**src/rtl/term_sequencer.sv**
```systemverilog
// Programmable term-index sequencer: walks first..last (step 1 or 2), issues
// coefficient ROM reads and delivers each term index aligned to the ROM latency.
module term_sequencer #(
   parameter int CNTR_DEPTH = 6,
   parameter int ROM_LAT    = 1
) (
   input  logic                  clk,
   input  logic                  rst_n,
   input  logic                  i_start,
   input  logic                  i_abort,
   input  logic [CNTR_DEPTH-1:0] i_cfg_first,
   input  logic [CNTR_DEPTH-1:0] i_cfg_last,
   input  logic                  i_cfg_step2,
   input  logic                  i_stall,
   output logic                  o_coeff_rd_en,
   output logic [CNTR_DEPTH-1:0] o_coeff_addr,
   output logic                  o_term_valid,
   output logic [CNTR_DEPTH-1:0] o_term_cnt,
   output logic                  o_last_term,
   output logic                  o_busy,
   output logic                  o_done,
   output logic                  o_err
);

   typedef enum logic [1:0] {S_IDLE, S_RUN, S_DRAIN, S_DONE} state_t;

   state_t                  r_state, w_state_nxt;
   logic [CNTR_DEPTH-1:0]   r_addr, r_last;
   logic                    r_step2, r_err;
   logic [CNTR_DEPTH:0]     w_addr_nxt;
   logic                    w_cfg_ok, w_accept, w_issue, w_is_last;

   logic [ROM_LAT:1]                 r_vld_pipe, r_last_pipe;
   logic [ROM_LAT:1][CNTR_DEPTH-1:0] r_cnt_pipe;

   assign w_cfg_ok   = (i_cfg_last >= i_cfg_first);
   assign w_accept   = (r_state == S_IDLE) & i_start & ~i_abort & w_cfg_ok;
   assign w_issue    = (r_state == S_RUN) & ~i_stall;
   // One extra bit so the top index can step past the end without wrapping.
   assign w_addr_nxt = {1'b0, r_addr} + (r_step2 ? (CNTR_DEPTH+1)'(2) : (CNTR_DEPTH+1)'(1));
   assign w_is_last  = (w_addr_nxt > {1'b0, r_last});

   always_ff @(posedge clk) begin
      if (!rst_n) r_state <= S_IDLE;
      else        r_state <= w_state_nxt;
   end

   always_comb begin
      w_state_nxt = r_state;
      case (r_state)
         S_IDLE:  if (w_accept) w_state_nxt = S_RUN;
         S_RUN:   if (w_issue && w_is_last) w_state_nxt = S_DRAIN;
         S_DRAIN: if (o_term_valid && o_last_term) w_state_nxt = S_DONE;
         S_DONE:  w_state_nxt = S_IDLE;
         default: w_state_nxt = S_IDLE;
      endcase
      if (i_abort) w_state_nxt = S_IDLE;
   end

   always_comb begin
      o_busy        = (r_state != S_IDLE);
      o_done        = (r_state == S_DONE);
      o_coeff_rd_en = w_issue;
   end

   always_ff @(posedge clk) begin
      if (!rst_n) begin
         r_addr      <= '0;
         r_last      <= '0;
         r_step2     <= 1'b0;
         r_err       <= 1'b0;
         r_vld_pipe  <= '0;
         r_last_pipe <= '0;
         r_cnt_pipe  <= '0;
      end else begin
         r_err <= (r_state == S_IDLE) & i_start & ~i_abort & ~w_cfg_ok;
         if (w_accept) begin
            r_addr  <= i_cfg_first;
            r_last  <= i_cfg_last;
            r_step2 <= i_cfg_step2;
         end else if (w_issue && !w_is_last) begin
            r_addr  <= w_addr_nxt[CNTR_DEPTH-1:0];
         end
         // Pipeline keeps shifting through stalls; stalls just insert bubbles.
         if (i_abort) begin
            r_vld_pipe  <= '0;
            r_last_pipe <= '0;
            r_cnt_pipe  <= '0;
         end else begin
            r_vld_pipe[1]  <= w_issue;
            r_last_pipe[1] <= w_issue & w_is_last;
            r_cnt_pipe[1]  <= w_issue ? r_addr : '0;
            for (int i = 2; i <= ROM_LAT; i++) begin
               r_vld_pipe[i]  <= r_vld_pipe[i-1];
               r_last_pipe[i] <= r_last_pipe[i-1];
               r_cnt_pipe[i]  <= r_cnt_pipe[i-1];
            end
         end
      end
   end

   assign o_coeff_addr = r_addr;
   assign o_term_valid = r_vld_pipe[ROM_LAT];
   assign o_term_cnt   = r_cnt_pipe[ROM_LAT];
   assign o_last_term  = r_last_pipe[ROM_LAT];
   assign o_err        = r_err;

endmodule

```
**config.mk**
```make
export PLATFORM = sky130hd
export DESIGN_NAME = term_sequencer
export DESIGN_NICKNAME = d
export VERILOG_FILES = /design/src/rtl/term_sequencer.sv
export SDC_FILE = /design/constraint.sdc
export NUM_CORES = 1
export LEC_CHECK = 0
export CORE_ASPECT_RATIO = 1.25
export CORE_MARGIN = 8
export CORE_UTILIZATION = 54
export CTS_BUF_LIST = sky130_fd_sc_hd__clkbuf_2 sky130_fd_sc_hd__clkbuf_4 sky130_fd_sc_hd__clkbuf_8
export DETAILED_ROUTE_END_ITERATION = 8
export PLACE_DENSITY_LB_ADDON = 0.15
export SLEW_MARGIN = 20
export SYNTH_ARGS = -nofsm -noshare
export SYNTH_HDL_FRONTEND = slang
export SYNTH_SLANG_ARGS = --single-unit
```
**constraint.sdc**
```tcl
create_clock -name clk -period 6.8 [get_ports clk]
set_input_delay 1.7 -clock clk [delete_from_list [all_inputs] [get_ports clk]]
set_output_delay 1.7 -clock clk [all_outputs]
set_load 0.005 [all_outputs]
```
# After elaboration in Yosys (flattened, before gate mapping)
# Cells that the tools add are included.
# op_classes
add_sub_neg,1
multipliers,0
div,0
order_cmp,2
eq_ne,6
n_shift,0
mux,7
bitwise_logic,11
reduce_logical,10
# ops
op,count
$mux 6,2
$mux 2,4
$pmux 2 s4,1
$add 6x2->7,1
$gt 7x6->1,1
$and 1x1->1,6
$ge 6x6->1,1
$not 1->1,5
$eq 2x2->1 const B,2
$ne 2x2->1 const B,2
$reduce_bool 2->1,2
$logic_and 1x1->1,3
$reduce_and 3->1,1
$reduce_or 3->1,1
$eq 2x1->1 const B,1
$logic_not 2->1,1
$ne 2x1->1 const B,1
$reduce_or 2->1,1
$logic_not 1->1,1
# word_totals
regBits,24
latch_bits,0
ramBits,0
romBits,0
input_bits,18
n_memories,0

# Depth between registers and ports, before layout
# Gate-level depths: netlist of run 1.
# depth
word_depth,7
mapped_depth,11

# Worst setup path after synthesis of run 1
# Ideal clock, no wire load.
# synth_timing
path_kind,input to output
start,input i_stall
end,output o_coeff_rd_en
arrival_ns,1.970
required_time_ns,5.100
setup_slack_ns,3.130
stages,3
path_buffers,0
cell_sequence,inv_1 nand2_1 clkinv_1
# synth_between
elab_chain_len,2
# synth_rtl
element,line_no,text
from (decl),14,"input logic i_stall,"
$not 1->1,38,assign w_issue = (r_state == S_RUN) & ~i_stall;
$and 1x1->1,38,
to (decl),15,"output logic o_coeff_rd_en,"
# No other way between the ends.

# Final worst setup path of run 1
# Ends and elaborated chain as after synthesis.

==> results of run 1 <==
power groups by stage:
| stage | clock network (W) | logic, W | registers (W) |
|---|---|---|---|
| after floorplan | 0 | 0.0000486 | 0.000152 |
| final | 0.000103 | 0.0000808 | 0.000150 |
| after CTS | 0.000106 | 0.0000800 | 0.000150 |
| after global placement | 0 | 0.0000764 | 0.000153 |
| after global routing | 0.000111 | 0.0000909 | 0.000151 |
| after detailed placement | 0 | 0.0000794 | 0.000153 |
layer usage:
layer  part of all wire  up-vias  GRT usage  routed length [µm]
li1                   -      687          -                   -
met1               0.38      633      0.155                1360
met2               0.54       48      0.318                1950
met3              0.057        7     0.0396                 204
met4              0.018        0      0.106                  64
met5                  0        -          0                   0
cell type report:
type / count / area (µm²)
Timing Repair Buffer: 35 / 350
Inverter: 20 / 75.1
Multi-Input combinational cell: 122 / 875
Fill cell: 199 / 726
Clock inverter: 1 / 30.0
Clock buffer: 3 / 22.5
Sequential cell: 24 / 480
Tap cell: 34 / 42.5
synthesized netlist by cell type:
master / number
and2_2: 1
nor3_1: 7
nor2_1: 3
a211oi_1: 2
a22o_1: 1
or2_2: 1
a221o_1: 1
nand2b_1: 3
o21ai_0: 11
o31ai_1: 3
fa_1: 1
a41o_1: 1
a21oi_1: 14
or2_1: 1
o211ai_1: 1
clkbuf_1: 3
and3_2: 1
mux2i_1: 1
ha_1: 18
o32ai_1: 1
nand3_1: 12
or4_1: 3
dfxtp_1: 24
or2_4: 1
nand4_1: 1
o21ai_1: 1
o21a_1: 2
clkinv_1: 1
a21boi_0: 1
a21o_1: 1
and3_1: 5
xor2_1: 1
nand3b_1: 1
nand2_1: 9
nand3_2: 1
inv_1: 19
or2b_1: 1
nand4b_1: 1
a311oi_1: 5
xnor2_1: 3
o21a_2: 1
final timing paths:
check	end	from	depth (start not counted)	slack (ns)
hold / removal	r_last[4]	r_last[4]	2	0.48
setup / recovery	o_coeff_rd_en	i_stall	5	2.07
hold reg to reg	r_last[4]	r_last[4]	2	0.48
setup reg to reg	o_coeff_addr[4]	r_step2	11	3.69
worst max-delay path: cells and delay by family:
family / cells / cell delay [ns]
AND/OR/NAND/NOR: 1 / 0.09
buffers and inverters: 4 / 1.24
sequential cells by signal, summed over array words and instances (netlist names):
register	count
o_term_cnt	6
o_last_term	1
o_coeff_addr	6
r_state	2
o_term_valid	1
r_step2	1
r_last	6
o_err	1
through the flow:
stage               hold slack [ns]  setup WS, ns   util
global placement              0.466          2.09  0.701
CTS                           0.486          2.07  0.721
detailed placement            0.468          2.07  0.701
finish                        0.484          2.07  0.721
global route                  0.524          1.95  0.721
floorplan                     0.454          3.13      -
cells by family after synthesis:
kind of cell               count (synthesis)  synth area share
and+or+nand+nor                           52             0.201
AOI/OAI and AO/OA                         46             0.205
DFF                                       24             0.333
buffers and inverters                     23            0.0599
adders and majority gates                 19             0.170
xor gates and xnor gates                   4            0.0243
muxes                                      1           0.00694
==> run_results.csv, run 1 <==
group,metric,value,unit
outcome,outcome,"finished clean",
run,cap_violations,0,
routing,drt_iter0_markers,44,
synth,syn_nets,206,
place,gp_congestion,0.942,
clock_tree,path_clk_slew,0.13,ns
clock_tree,clock_path_buffers,2,
layout,syn2layout_area_growth,30.1,%
place,dpl_cell_area,1820,µm²
routing,ant_nets,0,
synth,netlist.area_leader.share,0.333,
timing,min_period,4.73,ns
synth,synth_area,1440,µm²
floorplan,coreArea,2600,µm²
pwr,power,0.000334,W
routing,wl_per_cell,15.0,µm
grt,grt_antenna_before_repair,0,
place,hpwl,2900,µm
pwr,power.leakage,0.757,nW
layout,fin_cells,239,
clock_tree,cts_sinks,24,
synth,synth_cell_types,41,
timing,final.setup_skew,0.00408,ns
timing,hold_viol_final,0,
clock_tree,clkLatencyLatePin,0.32,ns
pwr,clockPowerShare,0.309,
layout,final_common_cell,"clkdlybuf4s50_1",
clock_tree,postCtsHoldBufs,0,
pwr,powerDensity,178,nW/µm²
pwr,pwr-share-seq,0.449,
critical_path,crit_slowest_cell,"clkdlybuf4s50_1",
pwr,max-vdd-ir-drop,0.124,mV
synth,ys_seq_elements,24,
grt,grt_max_degree,15,
critical_path,crit_arrival,3.03,ns
layout,diodes,0,
timing,fin_setup_tns,0,ns
critical_path,cp-start-kind,"input port",
routing,firstDrtPassIters,4,
synth,syn_area_per_cell,8.53,µm²
layout,fin_nets,243,
pwr,power.internal,0.000241,W
synth,yosysTopAreaCell,"dfxtp_1",
place,dp_cells,235,
critical_path,crit_path_cell_trace,"clkdlybuf4s50_1 -> inv_1 -> nand2_1 -> clkinv_1 -> clkdlybuf4s50_1",
routing,via_count,1375,
clock_tree,h-tree-depth,1,
timing,setup_viol,0,
floorplan,initial_core_util,0.554,
synth,yosysWarnings,0,
timing,period_share,0.696,
clock_tree,cts_resized,0,
routing,finalWirelength,3580,µm
place,io_buffers,35,
timing,rsz0062_at_grt,"no",
synth,synthCells,169,
timing,maxSlewViolCount,0,
routing,via_per_inst,5.75,
floorplan,dieArea,4590,µm²
critical_path,required,5.10,ns
pwr,switchingPower,0.0000937,W
clock_tree,numCtsBuffers,3,
floorplan,die_w,62.2,µm
synth,synthTopCellsByArea,"dfxtp_1 (33%), ha_1 (16%), inv_1 (4.9%), a21oi_1 (4.9%), nand3_1 (4.2%)",
floorplan,die_h,73.8,µm
critical_path,max_stage_delay,0.51,ns
hold_path,hold_class,"flip-flop to flip-flop",
clock_tree,root_buffer,"clkbuf_4",
synth,yosysSeqAreaShare,0.333,
layout,layout_common_cells,"clkdlybuf4s50_1 (35), dfxtp_1 (24), inv_1 (19)",
pwr,combPwrFrac,0.242,
clock_tree,cts_setup_buffers,0,
timing,fmax,0.211,GHz
floorplan,ios,36,
floorplan,rows,21,
timing,maxSlewHeadroom,0.634,
grt,overflow,0,
layout,final_layout_size_suffix_gt1_frac,0.0488,
timing,worst_pin_slew,0.545,ns
routing,drc,0,
layout,fin_area,1880,µm²
grt,grt_pass1_vias,1480,
grt,grt_usage,0.166,
clock_tree,cts_tree,"yes",
grt,grt_pass1_wl,6330,µm
critical_path,path_class,"input port to output pin",
pwr,switching_share,0.280,
critical_path,crit_top_cell,"clkdlybuf4s50_1",
critical_path,crit_fanout,10,
critical_path,end_kind,"output pin",
Power figures use the tool's default switching activity.
==> run 2: changes to the inputs <==
--- a/config.mk
+++ b/config.mk
@@ -7,7 +7,7 @@
 export LEC_CHECK = 0
 export CORE_ASPECT_RATIO = 1.25
 export CORE_MARGIN = 8
-export CORE_UTILIZATION = 54
+export CORE_UTILIZATION = 46
 export CTS_BUF_LIST = sky130_fd_sc_hd__clkbuf_2 sky130_fd_sc_hd__clkbuf_4 sky130_fd_sc_hd__clkbuf_8
 export DETAILED_ROUTE_END_ITERATION = 8
 export PLACE_DENSITY_LB_ADDON = 0.15
==> constraint.sdc (replaced) <==
create_clock -name clk -period 4.3 [get_ports clk]
set_input_delay 1.075 -clock clk [delete_from_list [all_inputs] [get_ports clk]]
set_output_delay 1.075 -clock clk [all_outputs]
set_load 0.005 [all_outputs]
==> run 2 against run 1 <==
  * Critical path depth unchanged
  * Largest cell class unchanged
  * Highest routed layer unchanged
  * Sequential share of layout area up 0.19 points
  * First-iteration DRC count down 11%
  * Die area up 13%
  * Via count down 0.65%
  * Power up 45%
==> run_results.csv, run 2 (same netlist as run 1, synthesis figures left out) <==
group,metric,value,unit
clock_tree,h-tree-depth,1,
place,hpwl,2960,µm
critical_path,required,3.22,ns
place,dp_cells,237,
critical_path,critPathTopFamily,"buffers and inverters",
critical_path,r2r-end,"o_coeff_addr[2]",
timing,final.setup_skew,0.00243,ns
clock_tree,root_buffer,"clkbuf_4",
routing,via_count,1366,
layout,fin_cells,241,
grt,grtUsageMet1,0.158,
layout,fillers,273,
clock_tree,cts_sinks,24,
clock_tree,clkLatencyLatePin,0.31,ns
grt,grt_antenna_before_repair,0,
grt,grt_usage,0.142,
timing,fmax,0.286,GHz
grt,use_met2,0.252,
place,pre_cts_slack,0.816,ns
floorplan,dieArea,5190,µm²
floorplan,ios,36,
clock_tree,path_clk_slew,0.14,ns
clock_tree,numCtsBuffers,3,
clock_tree,clock_path_buffers,2,
grt,gr-usage-met3,0.0284,
timing,hold_slack,0.495,ns
hold_path,hold_depth,2,
timing,min_period,3.49,ns
clock_tree,cts_tree,"yes",
outcome,outcome,"finished clean",
floorplan,initial_core_util,0.485,
place,gp_congestion,0.907,
timing,fin_setup_tns,0,ns
critical_path,crit_slowest_cell,"clkdlybuf4s50_1",
floorplan,die_w,66.1,µm
critical_path,crit_fanout,10,
hold_path,min-delay-start,"r_last[1]",
grt,grt-busiest-layer,"met2",
grt,grt_max_degree,15,
routing,drt_iter0_markers,39,
critical_path,cp-start-kind,"input port",
layout,syn2layout_area_growth,29.2,%
run,cap_violations,0,
timing,worst_pin_slew,0.576,ns
timing,hold_viol_final,0,
hold_path,min_to,"r_last[1]",
clock_tree,cts_setup_buffers,0,
critical_path,r2r-start,"r_step2",
timing,setup_viol,0,
critical_path,end_kind,"output pin",
pwr,powerDensity,261,nW/µm²
floorplan,coreArea,2970,µm²
floorplan,die_h,78.6,µm
routing,ant_nets,0,
pwr,max-vdd-ir-drop,0.145,mV
routing,wl_per_cell,15.1,µm
timing,maxSlewHeadroom,0.614,
hold_path,hold_class,"flip-flop to flip-flop",
clock_tree,postCtsHoldBufs,0,
critical_path,rr_worst_depth,11,
timing,rsz0062_at_grt,"no",
timing,worst_slack,0.806,ns
critical_path,path_class,"input port to output pin",
critical_path,cp.buffers_inverters,4,
layout,diodes,0,
critical_path,reg2reg_slack,1.21,ns
layout,final_common_cell,"clkdlybuf4s50_1",
clock_tree,cts_resized,0,
critical_path,crit_path_cell_trace,"clkdlybuf4s50_1 -> inv_1 -> nand2_1 -> clkinv_1 -> clkdlybuf4s50_1",
pwr,power.leakage,0.751,nW
layout,fin_nets,243,
routing,finalWirelength,3640,µm
grt,grt_pass1_wl,6110,µm
routing,firstDrtPassIters,4,
grt,grt_pass1_vias,1398,
critical_path,crit_arrival,2.42,ns
timing,maxSlewViolCount,0,
timing,period_share,0.813,
layout,layout_common_cells,"clkdlybuf4s50_1 (35), dfxtp_1 (24), inv_1 (19)",
routing,drc,0,
layout,final_layout_size_suffix_gt1_frac,0.0488,
place,io_buffers,35,
critical_path,max_stage_delay,0.51,ns
critical_path,crit_top_cell,"clkdlybuf4s50_1",
floorplan,rows,22,
grt,overflow,0,
routing,via_per_inst,5.67,
run 2: how the worst max path moves through the flow:
stage	from	to	slack (ns)	depth (start not counted)
2_1_floorplan	r_step2	o_coeff_addr[2]	1.56	10
3_3_place_gp	i_stall	o_coeff_rd_en	0.84	5
3_5_place_dp	i_stall	o_coeff_rd_en	0.82	5
4_1_cts	i_stall	o_coeff_rd_en	0.81	5
5_1_grt	i_stall	o_coeff_rd_en	0.74	5
6_report	i_stall	o_coeff_rd_en	0.81	5
run 2: cell type report:
| cell class | instances | area (µm²) | area share |
|---|---|---|---|
| inverters | 20 | 75.1 | 0.0403 |
| clock buffers | 4 | 36.3 | 0.0195 |
| multi-input cells | 122 | 875 | 0.470 |
| repair buffers | 35 | 350 | 0.188 |
| well taps | 36 | 45.0 | 0.0242 |
| flip-flops and latches | 24 | 480 | 0.258 |
run 2: power by group:
part	total, W	switching [W]	leakage, nW	internal (W)
logic	0.000126	0.0000696	0.535	0.0000564
clock network	0.000121	0.0000696	0.0210	0.0000517
registers	0.000238	0.00000831	0.194	0.000229
run 2: through the flow:
stage,total power [W],utilization,cell area [µm²]
global placement,0.000364,0.614,1830
finish,0.000485,0.626,1860
floorplan,0.000318,-,1440
detailed placement,0.000367,0.614,1830
CTS,0.000485,0.626,1860
global route,0.000512,0.626,1860
run 2: worst register-to-register path: cells and delay by family (launching register included):
kind,cells,cell delay [ns]
DFF,1,0.44
buffers and inverters,1,0.07
and+or+nand+nor,4,0.98
AOI/OAI and AO/OA,2,0.47
xor gates and xnor gates,1,0.09
adders and majority gates,3,0.96
run 2: layer usage:
metal	vias to the layer above	part of all wire	wire length (µm)
met1	635	0.42	1540
met4	0	0.030	110
li1	684	-	-
met5	-	0	0
met3	12	0.052	189
met2	35	0.49	1800
